==> src/rtl/x_lut4_pkg.sv <==
// Shared types and widths for the reconfigurable LUT4 controller.
// Used by x_lut4_cfg_ctrl and x_lut4_shift16.
package x_lut4_pkg;
    localparam int LUT_W = 16;
    localparam int CNT_W = 4;

    typedef enum logic [1:0] {
        IDLE,
        SHIFT,
        COMMIT
    } state_t;
endpackage

==> src/rtl/x_lut4_shift16.sv <==
// Shadow shift register for the LUT4 controller.
// Serial input, parallel output, shifts MSB first.
module x_lut4_shift16
    import x_lut4_pkg::*;
(
    input  logic             clk,
    input  logic             srst,
    input  logic             shift_en,
    input  logic             sin,
    output logic [LUT_W-1:0] pout
);
    logic [LUT_W-1:0] shadow_reg;

    always_ff @(posedge clk) begin
        if (srst) begin
            shadow_reg <= '0;
        end else if (shift_en) begin
            shadow_reg <= {shadow_reg[LUT_W-2:0], sin};
        end
    end

    assign pout = shadow_reg;
endmodule

==> src/rtl/x_lut4_cfg_ctrl.sv <==
// LUT4 with serial reconfiguration: a handshaked word is shifted into a shadow
// register over 16 cycles and then committed to the active table. Optional macro
// X_LUT4_CFG_READBACK_EN adds CFG_RDATA, a registered copy of the active table.
module x_lut4_cfg_ctrl
    import x_lut4_pkg::*;
#(
    parameter logic [15:0] INIT = 16'h0000
) (
    input  logic        CLK,
    input  logic        RST,
    input  logic        CFG_VALID,
    input  logic [15:0] CFG_DATA,
    output logic        CFG_READY,
    output logic        CFG_BUSY,
    output logic        CFG_DONE,
    input  logic        ADR0,
    input  logic        ADR1,
    input  logic        ADR2,
    input  logic        ADR3,
`ifdef X_LUT4_CFG_READBACK_EN
    output logic [15:0] CFG_RDATA,
`endif
    output logic        O
);
    state_t           state_reg;
    logic [LUT_W-1:0] active_reg;
    logic [LUT_W-1:0] word_reg;
    logic [CNT_W-1:0] cnt_reg;
    logic             ready_reg;
    logic             busy_reg;
    logic             done_reg;
    logic [LUT_W-1:0] shadow;
    logic [3:0]       adr;
    logic [LUT_W-1:0] hit;

    // 15-cnt for a 4-bit counter is its bitwise inverse: MSB goes out first.
    x_lut4_shift16 u_shift (
        .clk      (CLK),
        .srst     (RST),
        .shift_en (state_reg == SHIFT),
        .sin      (word_reg[~cnt_reg]),
        .pout     (shadow)
    );

    always_ff @(posedge CLK) begin
        if (RST) begin
            state_reg  <= IDLE;
            active_reg <= INIT;
            word_reg   <= '0;
            cnt_reg    <= '0;
            ready_reg  <= 1'b1;
            busy_reg   <= 1'b0;
            done_reg   <= 1'b0;
        end else begin
            case (state_reg)
                IDLE: begin
                    done_reg <= 1'b0;
                    if (CFG_VALID) begin
                        word_reg  <= CFG_DATA;
                        cnt_reg   <= '0;
                        ready_reg <= 1'b0;
                        busy_reg  <= 1'b1;
                        state_reg <= SHIFT;
                    end
                end
                SHIFT: begin
                    cnt_reg <= cnt_reg + 1'b1;
                    if (cnt_reg == CNT_W'(LUT_W - 1)) begin
                        done_reg  <= 1'b1;
                        state_reg <= COMMIT;
                    end
                end
                COMMIT: begin
                    active_reg <= shadow;
                    done_reg   <= 1'b0;
                    busy_reg   <= 1'b0;
                    ready_reg  <= 1'b1;
                    state_reg  <= IDLE;
                end
                default: begin
                    state_reg <= IDLE;
                    ready_reg <= 1'b1;
                    busy_reg  <= 1'b0;
                    done_reg  <= 1'b0;
                end
            endcase
        end
    end

    // One-hot decode of the address; only the selected table bit can reach O.
    assign adr = {ADR3, ADR2, ADR1, ADR0};
    for (genvar gi = 0; gi < LUT_W; gi++) begin : g_sel
        assign hit[gi] = active_reg[gi] && (adr == 4'(gi));
    end
    assign O = |hit;

    assign CFG_READY = ready_reg;
    assign CFG_BUSY  = busy_reg;
    assign CFG_DONE  = done_reg;
`ifdef X_LUT4_CFG_READBACK_EN
    assign CFG_RDATA = active_reg;
`endif
endmodule
==> config.mk <==
export PLATFORM = sky130hd
export DESIGN_NAME = x_lut4_cfg_ctrl
export DESIGN_NICKNAME = d
export VERILOG_FILES = /design/src/rtl/x_lut4_pkg.sv /design/src/rtl/x_lut4_shift16.sv /design/src/rtl/x_lut4_cfg_ctrl.sv
export SDC_FILE = /design/constraint.sdc
export NUM_CORES = 1
export LEC_CHECK = 0
export CELL_PAD_IN_SITES_DETAIL_PLACEMENT = 0
export CELL_PAD_IN_SITES_GLOBAL_PLACEMENT = 1
export CORE_MARGIN = 2
export CORE_UTILIZATION = 35
export CTS_CLUSTER_SIZE = 40
export DETAILED_ROUTE_END_ITERATION = 8
export PLACE_DENSITY = 0.73
export SETUP_SLACK_MARGIN = 0.15
export SLEW_MARGIN = 20
export SYNTH_ARGS = -nofsm -noshare
export SYNTH_HDL_FRONTEND = slang
export SYNTH_SLANG_ARGS = --single-unit
==> constraint.sdc <==
create_clock -name CLK -period 3 [get_ports CLK]
set_input_delay 0.6 -clock CLK [delete_from_list [all_inputs] [get_ports CLK]]
set_output_delay 0.6 -clock CLK [all_outputs]
set_load 0.05 [all_outputs]
==> impl_results.html <==
<table>
<tr><th>Metric</th><th>Value</th></tr>
<tr><th colspan="2">Status</th></tr>
<tr><td>Outcome</td><td>finished clean</td></tr>
<tr><th colspan="2">Pwr</th></tr>
<tr><td>P_leak</td><td>0.917 nW</td></tr>
<tr><td>Clock power frac</td><td>roughly two fifths</td></tr>
<tr><td>Sum of internal, switching and leakage power</td><td>1.50 mW</td></tr>
<tr><td>Switching portion of total power</td><td>24.6%</td></tr>
<tr><td>Worst IR Drop VDD</td><td>roughly 0.23 mV</td></tr>
<tr><td>Net switching power</td><td>approximately 0.37 mW</td></tr>
<tr><td>Sequential share of power</td><td>52.5%</td></tr>
<tr><td>Portion of total power attributed to combinational logic</td><td>8.3%</td></tr>
<tr><td>Cell Pwr Density</td><td>551 nW/um^2</td></tr>
<tr><td>Internal Power</td><td>1.13 mW</td></tr>
<tr><th colspan="2">Global routing</th></tr>
<tr><td>Overall track demand over capacity in global routing</td><td>14.6%</td></tr>
<tr><td>Via count of the first global-routing pass</td><td>1782</td></tr>
<tr><td>Global-route wire length before repair</td><td>8180 microns</td></tr>
<tr><td>Largest net degree at the start of global routing</td><td>32</td></tr>
<tr><td>Antenna violations before repair</td><td>0</td></tr>
<tr><td>GR Overflow Total</td><td>0</td></tr>
<tr><th colspan="2">Critical path</th></tr>
<tr><td>Slowest cell on crit path</td><td>sky130_fd_sc_hd__mux4_2</td></tr>
<tr><td>Crit end category</td><td>output pin</td></tr>
<tr><td>Data arrival time at the worst-slack endpoint</td><td>roughly 2.2 ns</td></tr>
<tr><td>Depth of the critical timing path with buffers and inverters included</td><td>4</td></tr>
<tr><td>Peak per-stage delay on the critical path</td><td>0.54 ns</td></tr>
<tr><td>Max FO, Critical Path</td><td>4</td></tr>
<tr><td>Slack of the worst reg-to-reg path</td><td>1.21 ns</td></tr>
<tr><td>Reg-to-reg critical path endpoint</td><td>u_shift.pout[0]</td></tr>
<tr><td>Critical Path Start</td><td>ADR0</td></tr>
<tr><td>Cell seen most often among critical-path stages</td><td>sky130_fd_sc_hd__mux4_2</td></tr>
<tr><td>Critical path capture point</td><td>O</td></tr>
<tr><td>Cell type group with the largest total delay on the critical path</td><td>multiplexers</td></tr>
<tr><td>Critical path class</td><td>input port to output pin</td></tr>
<tr><td>Required time of the critical path</td><td>~2.4 ns</td></tr>
<tr><td>Path depth of the worst reg2reg path</td><td>4</td></tr>
<tr><td>Critical Path Start Type</td><td>input port</td></tr>
<tr><td>Sequence of cells on the critical path</td><td>dlygate4sd2_1, mux4_2, mux4_2, buf_4</td></tr>
<tr><td>CP Buf/Inv Count</td><td>2</td></tr>
<tr><td>Origin of the critical flop-to-flop path</td><td>cnt_reg[2]</td></tr>
<tr><th colspan="2">CTS</th></tr>
<tr><td>Clock transition time at the flip-flop clock pins of the worst setup and hold paths</td><td>0.06 ns</td></tr>
<tr><td>Root cell of the clock tree</td><td>sky130_fd_sc_hd__clkbuf_8</td></tr>
<tr><td>Number of buffers on the longest clock path</td><td>2</td></tr>
<tr><td>Clock Sinks</td><td>between 50 and 60</td></tr>
<tr><td>CTS tree</td><td>built</td></tr>
<tr><td>Source-to-sink clock delay at the later pin of the worst-skew pair</td><td>around 0.33 ns</td></tr>
<tr><td>Inserted Clock Buffers</td><td>9</td></tr>
<tr><td>Maximum level of the CTS H-tree</td><td>3</td></tr>
<tr><th colspan="2">Synth</th></tr>
<tr><td>Fraction of the yosys area taken by sequential cells</td><td>50.4%</td></tr>
<tr><td>Synthesis Warnings</td><td>0</td></tr>
<tr><td>Number of unique standard cell types used by synthesis</td><td>27</td></tr>
<tr><td>Post-synthesis register bit count</td><td>57</td></tr>
<tr><td>Number of nets produced by synthesis</td><td>293</td></tr>
<tr><td>Summed instance area of the synthesized netlist</td><td>between 2000 and 2500 sq um</td></tr>
<tr><td>Largest cells by area after synthesis</td><td>sky130_fd_sc_hd__dfxtp_1, sky130_fd_sc_hd__nand2_1, sky130_fd_sc_hd__a21oi_1, sky130_fd_sc_hd__mux4_2, sky130_fd_sc_hd__clkbuf_1</td></tr>
<tr><td>Cell type with the highest aggregate area in the netlist</td><td>sky130_fd_sc_hd__dfxtp_1</td></tr>
<tr><td>Mean instance size in the synthesized netlist</td><td>around 8.4 sq um</td></tr>
<tr><td>Area fraction of the dominant cell type after synthesis</td><td>50.4%</td></tr>
<tr><td>Synthesized netlist cell count</td><td>269</td></tr>
<tr><th colspan="2">Cells and area</th></tr>
<tr><td>Count of filler cells inserted in the layout</td><td>681</td></tr>
<tr><td>Diode count</td><td>0</td></tr>
<tr><td>Share of post-route cells with drive strength above 1</td><td>approximately 10%</td></tr>
<tr><td>Area added between synthesis and finish</td><td>20.1%</td></tr>
<tr><td>Layout Cell Area excl Fill</td><td>2720 sq um</td></tr>
<tr><td># nets final</td><td>about 320</td></tr>
<tr><td>Multi-input combinational cell area</td><td>~1000 sq um</td></tr>
<tr><td>Storage element area</td><td>1140 sq um</td></tr>
<tr><th colspan="2">Place</th></tr>
<tr><td>Routability congestion estimate from global placement</td><td>a little under 0.8</td></tr>
<tr><td>Worst setup timing slack at the placement stage</td><td>-0.0497 ns</td></tr>
<tr><td>Post-detail-place hpwl</td><td>roughly 3100 microns</td></tr>
<tr><td>Cell area after placement</td><td>2570 sq um</td></tr>
<tr><td>Port Buf Inserts</td><td>26</td></tr>
<tr><th colspan="2">Routing</th></tr>
<tr><td>Count of antenna-violating nets left after detailed routing</td><td>0</td></tr>
<tr><td>Drc violations</td><td>0</td></tr>
<tr><td>Via-to-Cell Ratio</td><td>4.88</td></tr>
<tr><td>Number of violations reported at the end of detailed-routing iteration 0</td><td>50</td></tr>
<tr><td>Routed Wire Length</td><td>4650 microns</td></tr>
<tr><td>Per-cell routed wire length</td><td>12.4 microns</td></tr>
<tr><td>Vias after detailed routing</td><td>1826</td></tr>
<tr><td>Detailed-router iteration count before antenna repair</td><td>4</td></tr>
<tr><th colspan="2">Floorplan</th></tr>
<tr><td>Effective utilization at floorplan</td><td>35.9%</td></tr>
<tr><td>Number of primary I/O pins</td><td>27</td></tr>
<tr><td>Floorplan die width</td><td>84.5 microns</td></tr>
<tr><td>Std-Cell Rows</td><td>29</td></tr>
<tr><td>Die boundary height</td><td>84.5 microns</td></tr>
<tr><td>Die footprint</td><td>7130 sq um</td></tr>
<tr><td>Area of the core</td><td>between 6000 and 7000 sq um</td></tr>
<tr><th colspan="2">STA</th></tr>
<tr><td>Final setup margin</td><td>between 0.2 and 0.25 ns</td></tr>
<tr><td>Worst Skew</td><td>0.00978 ns</td></tr>
<tr><td>Setup repair after global routing missed its margin</td><td>false</td></tr>
<tr><td>Final hold violation count</td><td>0</td></tr>
<tr><td>Final-report max-slew violation count</td><td>0</td></tr>
<tr><td>Setup total negative slack</td><td>0 ns</td></tr>
<tr><td>Worst slew margin</td><td>59.5%</td></tr>
<tr><td>Final-report setup violation count</td><td>0</td></tr>
<tr><td>Least-Margin Pin Slew</td><td>slightly above 0.6 ns</td></tr>
<tr><td>Fmax</td><td>363 MHz</td></tr>
<tr><td>Fraction of the cycle the final worst path needs</td><td>between 90% and 100%</td></tr>
<tr><td>Tmin final</td><td>approximately 2.8 ns</td></tr>
<tr><th colspan="2">Worst hold path</th></tr>
<tr><td>Min-delay src</td><td>active_reg[6]</td></tr>
<tr><td>Type of the most critical hold path</td><td>flop to flop</td></tr>
<tr><th colspan="2">Job</th></tr>
<tr><td>Max_cap viols</td><td>0</td></tr>
</table>
## worst register-to-register path: stages, from the launching register on
cell and delay (ns):
sky130_fd_sc_hd__dfxtp_1 0.61, sky130_fd_sc_hd__mux4_2 0.57, sky130_fd_sc_hd__nor2_1 0.10, sky130_fd_sc_hd__a31oi_1 0.05
sky130_fd_sc_hd__a311o_1 0.35
## synth_stat cells
master                     instances
sky130_fd_sc_hd__nor3_1            3
sky130_fd_sc_hd__or2_2             1
sky130_fd_sc_hd__and3_2            1
sky130_fd_sc_hd__a211oi_1          1
sky130_fd_sc_hd__nand3_1           4
sky130_fd_sc_hd__a211o_1           1
sky130_fd_sc_hd__a311o_1           1
sky130_fd_sc_hd__inv_1             2
sky130_fd_sc_hd__dfxtp_1          57
sky130_fd_sc_hd__nor2b_1           2
sky130_fd_sc_hd__clkbuf_1         10
sky130_fd_sc_hd__a21oi_1          52
sky130_fd_sc_hd__nor3b_2           1
sky130_fd_sc_hd__nor3b_1           1
sky130_fd_sc_hd__ha_1              1
sky130_fd_sc_hd__nand2_1          95
sky130_fd_sc_hd__nand2b_1          3
sky130_fd_sc_hd__buf_6             1
sky130_fd_sc_hd__a31oi_1           2
sky130_fd_sc_hd__nor4b_1           1
sky130_fd_sc_hd__nand3b_1          1
sky130_fd_sc_hd__mux2i_1           3
sky130_fd_sc_hd__nor2_1            7
sky130_fd_sc_hd__o21ai_0           2
sky130_fd_sc_hd__mux4_2            8
sky130_fd_sc_hd__buf_1             2
sky130_fd_sc_hd__buf_2             6
## logic make-up (layout without fill, tap and decap cells)
group / count (synthesis) / in the layout / share of synthesized area, %
compound gates: 59 / 59 / 13.6
fa+ha+maj: 1 / 1 / 0.552
buf+inv: 21 / 49 / 4.14
flops: 57 / 57 / 50.4
mux: 11 / 11 / 9.28
simple gates: 120 / 120 / 22.0
## worst min-delay path by stage
| stage | endpoint | slack [ns] | cells after the start |
|---|---|---|---|
| 6_report | active_reg[6] | 0.45 | 2 |
| 5_1_grt | word_reg[6] | 0.48 | 2 |
| 4_1_cts | word_reg[6] | 0.45 | 2 |
| 3_5_place_dp | word_reg[6] | 0.45 | 2 |
| 3_3_place_gp | word_reg[8] | 0.44 | 2 |
| 2_1_floorplan | active_reg[15] | 0.43 | 2 |
## power groups by stage
stage	clock [mW]	combinational, mW	sequential (mW)
4_1_cts	0.608	0.126	0.788
3_3_place_gp	0	0.126	0.804
6_report	0.587	0.125	0.787
2_1_floorplan	0	0.0670	0.809
5_1_grt	0.650	0.139	0.789
3_5_place_dp	0	0.126	0.804
## metrics by stage
| step | util, % | hold WS (ns) | instances |
|---|---|---|---|
| 4_1_cts | 43.1 | 0.455 | 374 |
| 5_1_grt | 43.1 | 0.475 | 374 |
| 2_1_floorplan | - | 0.432 | 269 |
| 3_3_place_gp | 40.6 | 0.440 | 358 |
| 6_report | 43.1 | 0.452 | 374 |
| 3_5_place_dp | 40.6 | 0.446 | 358 |
## layout make-up
class / count / area share (%)
inverters: 2 / 0.276
multi-input cells: 191 / 37.9
repair buffers: 31 / 10.6
flip-flops and latches: 57 / 41.9
well taps: 77 / 3.54
clock inverters: 3 / 0.644
clock buffers: 13 / 5.10
## layer usage
| metal | wire length (microns) | up-vias | GRT usage [%] |
|---|---|---|---|
| li1 | - | 949 | - |
| met1 | 2210 | 829 | 18.1 |
| met2 | 2120 | 38 | 22.7 |
| met3 | 213 | 10 | 4.23 |
| met4 | 108 | 0 | 8.08 |
| met5 | 0 | - | 0 |
## cells in the final DEF (no fill, tap or decap), types with 3 or more instances in the layout
| master | Yosys | routed |
|---|---|---|
| sky130_fd_sc_hd__clkbuf_8 | 0 | 9 |
| sky130_fd_sc_hd__buf_4 | 0 | 6 |
| sky130_fd_sc_hd__mux4_2 | 8 | 8 |
| sky130_fd_sc_hd__nor2_1 | 7 | 7 |
| sky130_fd_sc_hd__nor3_1 | 3 | 3 |
| sky130_fd_sc_hd__nand3_1 | 4 | 4 |
| sky130_fd_sc_hd__clkdlybuf4s50_1 | 0 | 23 |
| sky130_fd_sc_hd__mux2i_1 | 3 | 3 |
| sky130_fd_sc_hd__dfxtp_1 | 57 | 57 |
| sky130_fd_sc_hd__nand2b_1 | 3 | 3 |
| sky130_fd_sc_hd__a21oi_1 | 52 | 52 |
| sky130_fd_sc_hd__clkbuf_1 | 10 | 4 |
| sky130_fd_sc_hd__nand2_1 | 95 | 95 |
## what timing repair did
item / CTS / global route
hold buffers: 0 / 0
setup endpoints to repair: 1 / 0
resized for setup: 1 / 0
setup buffers: 0 / 0
Note: power is estimated with default switching activity, not from simulation.
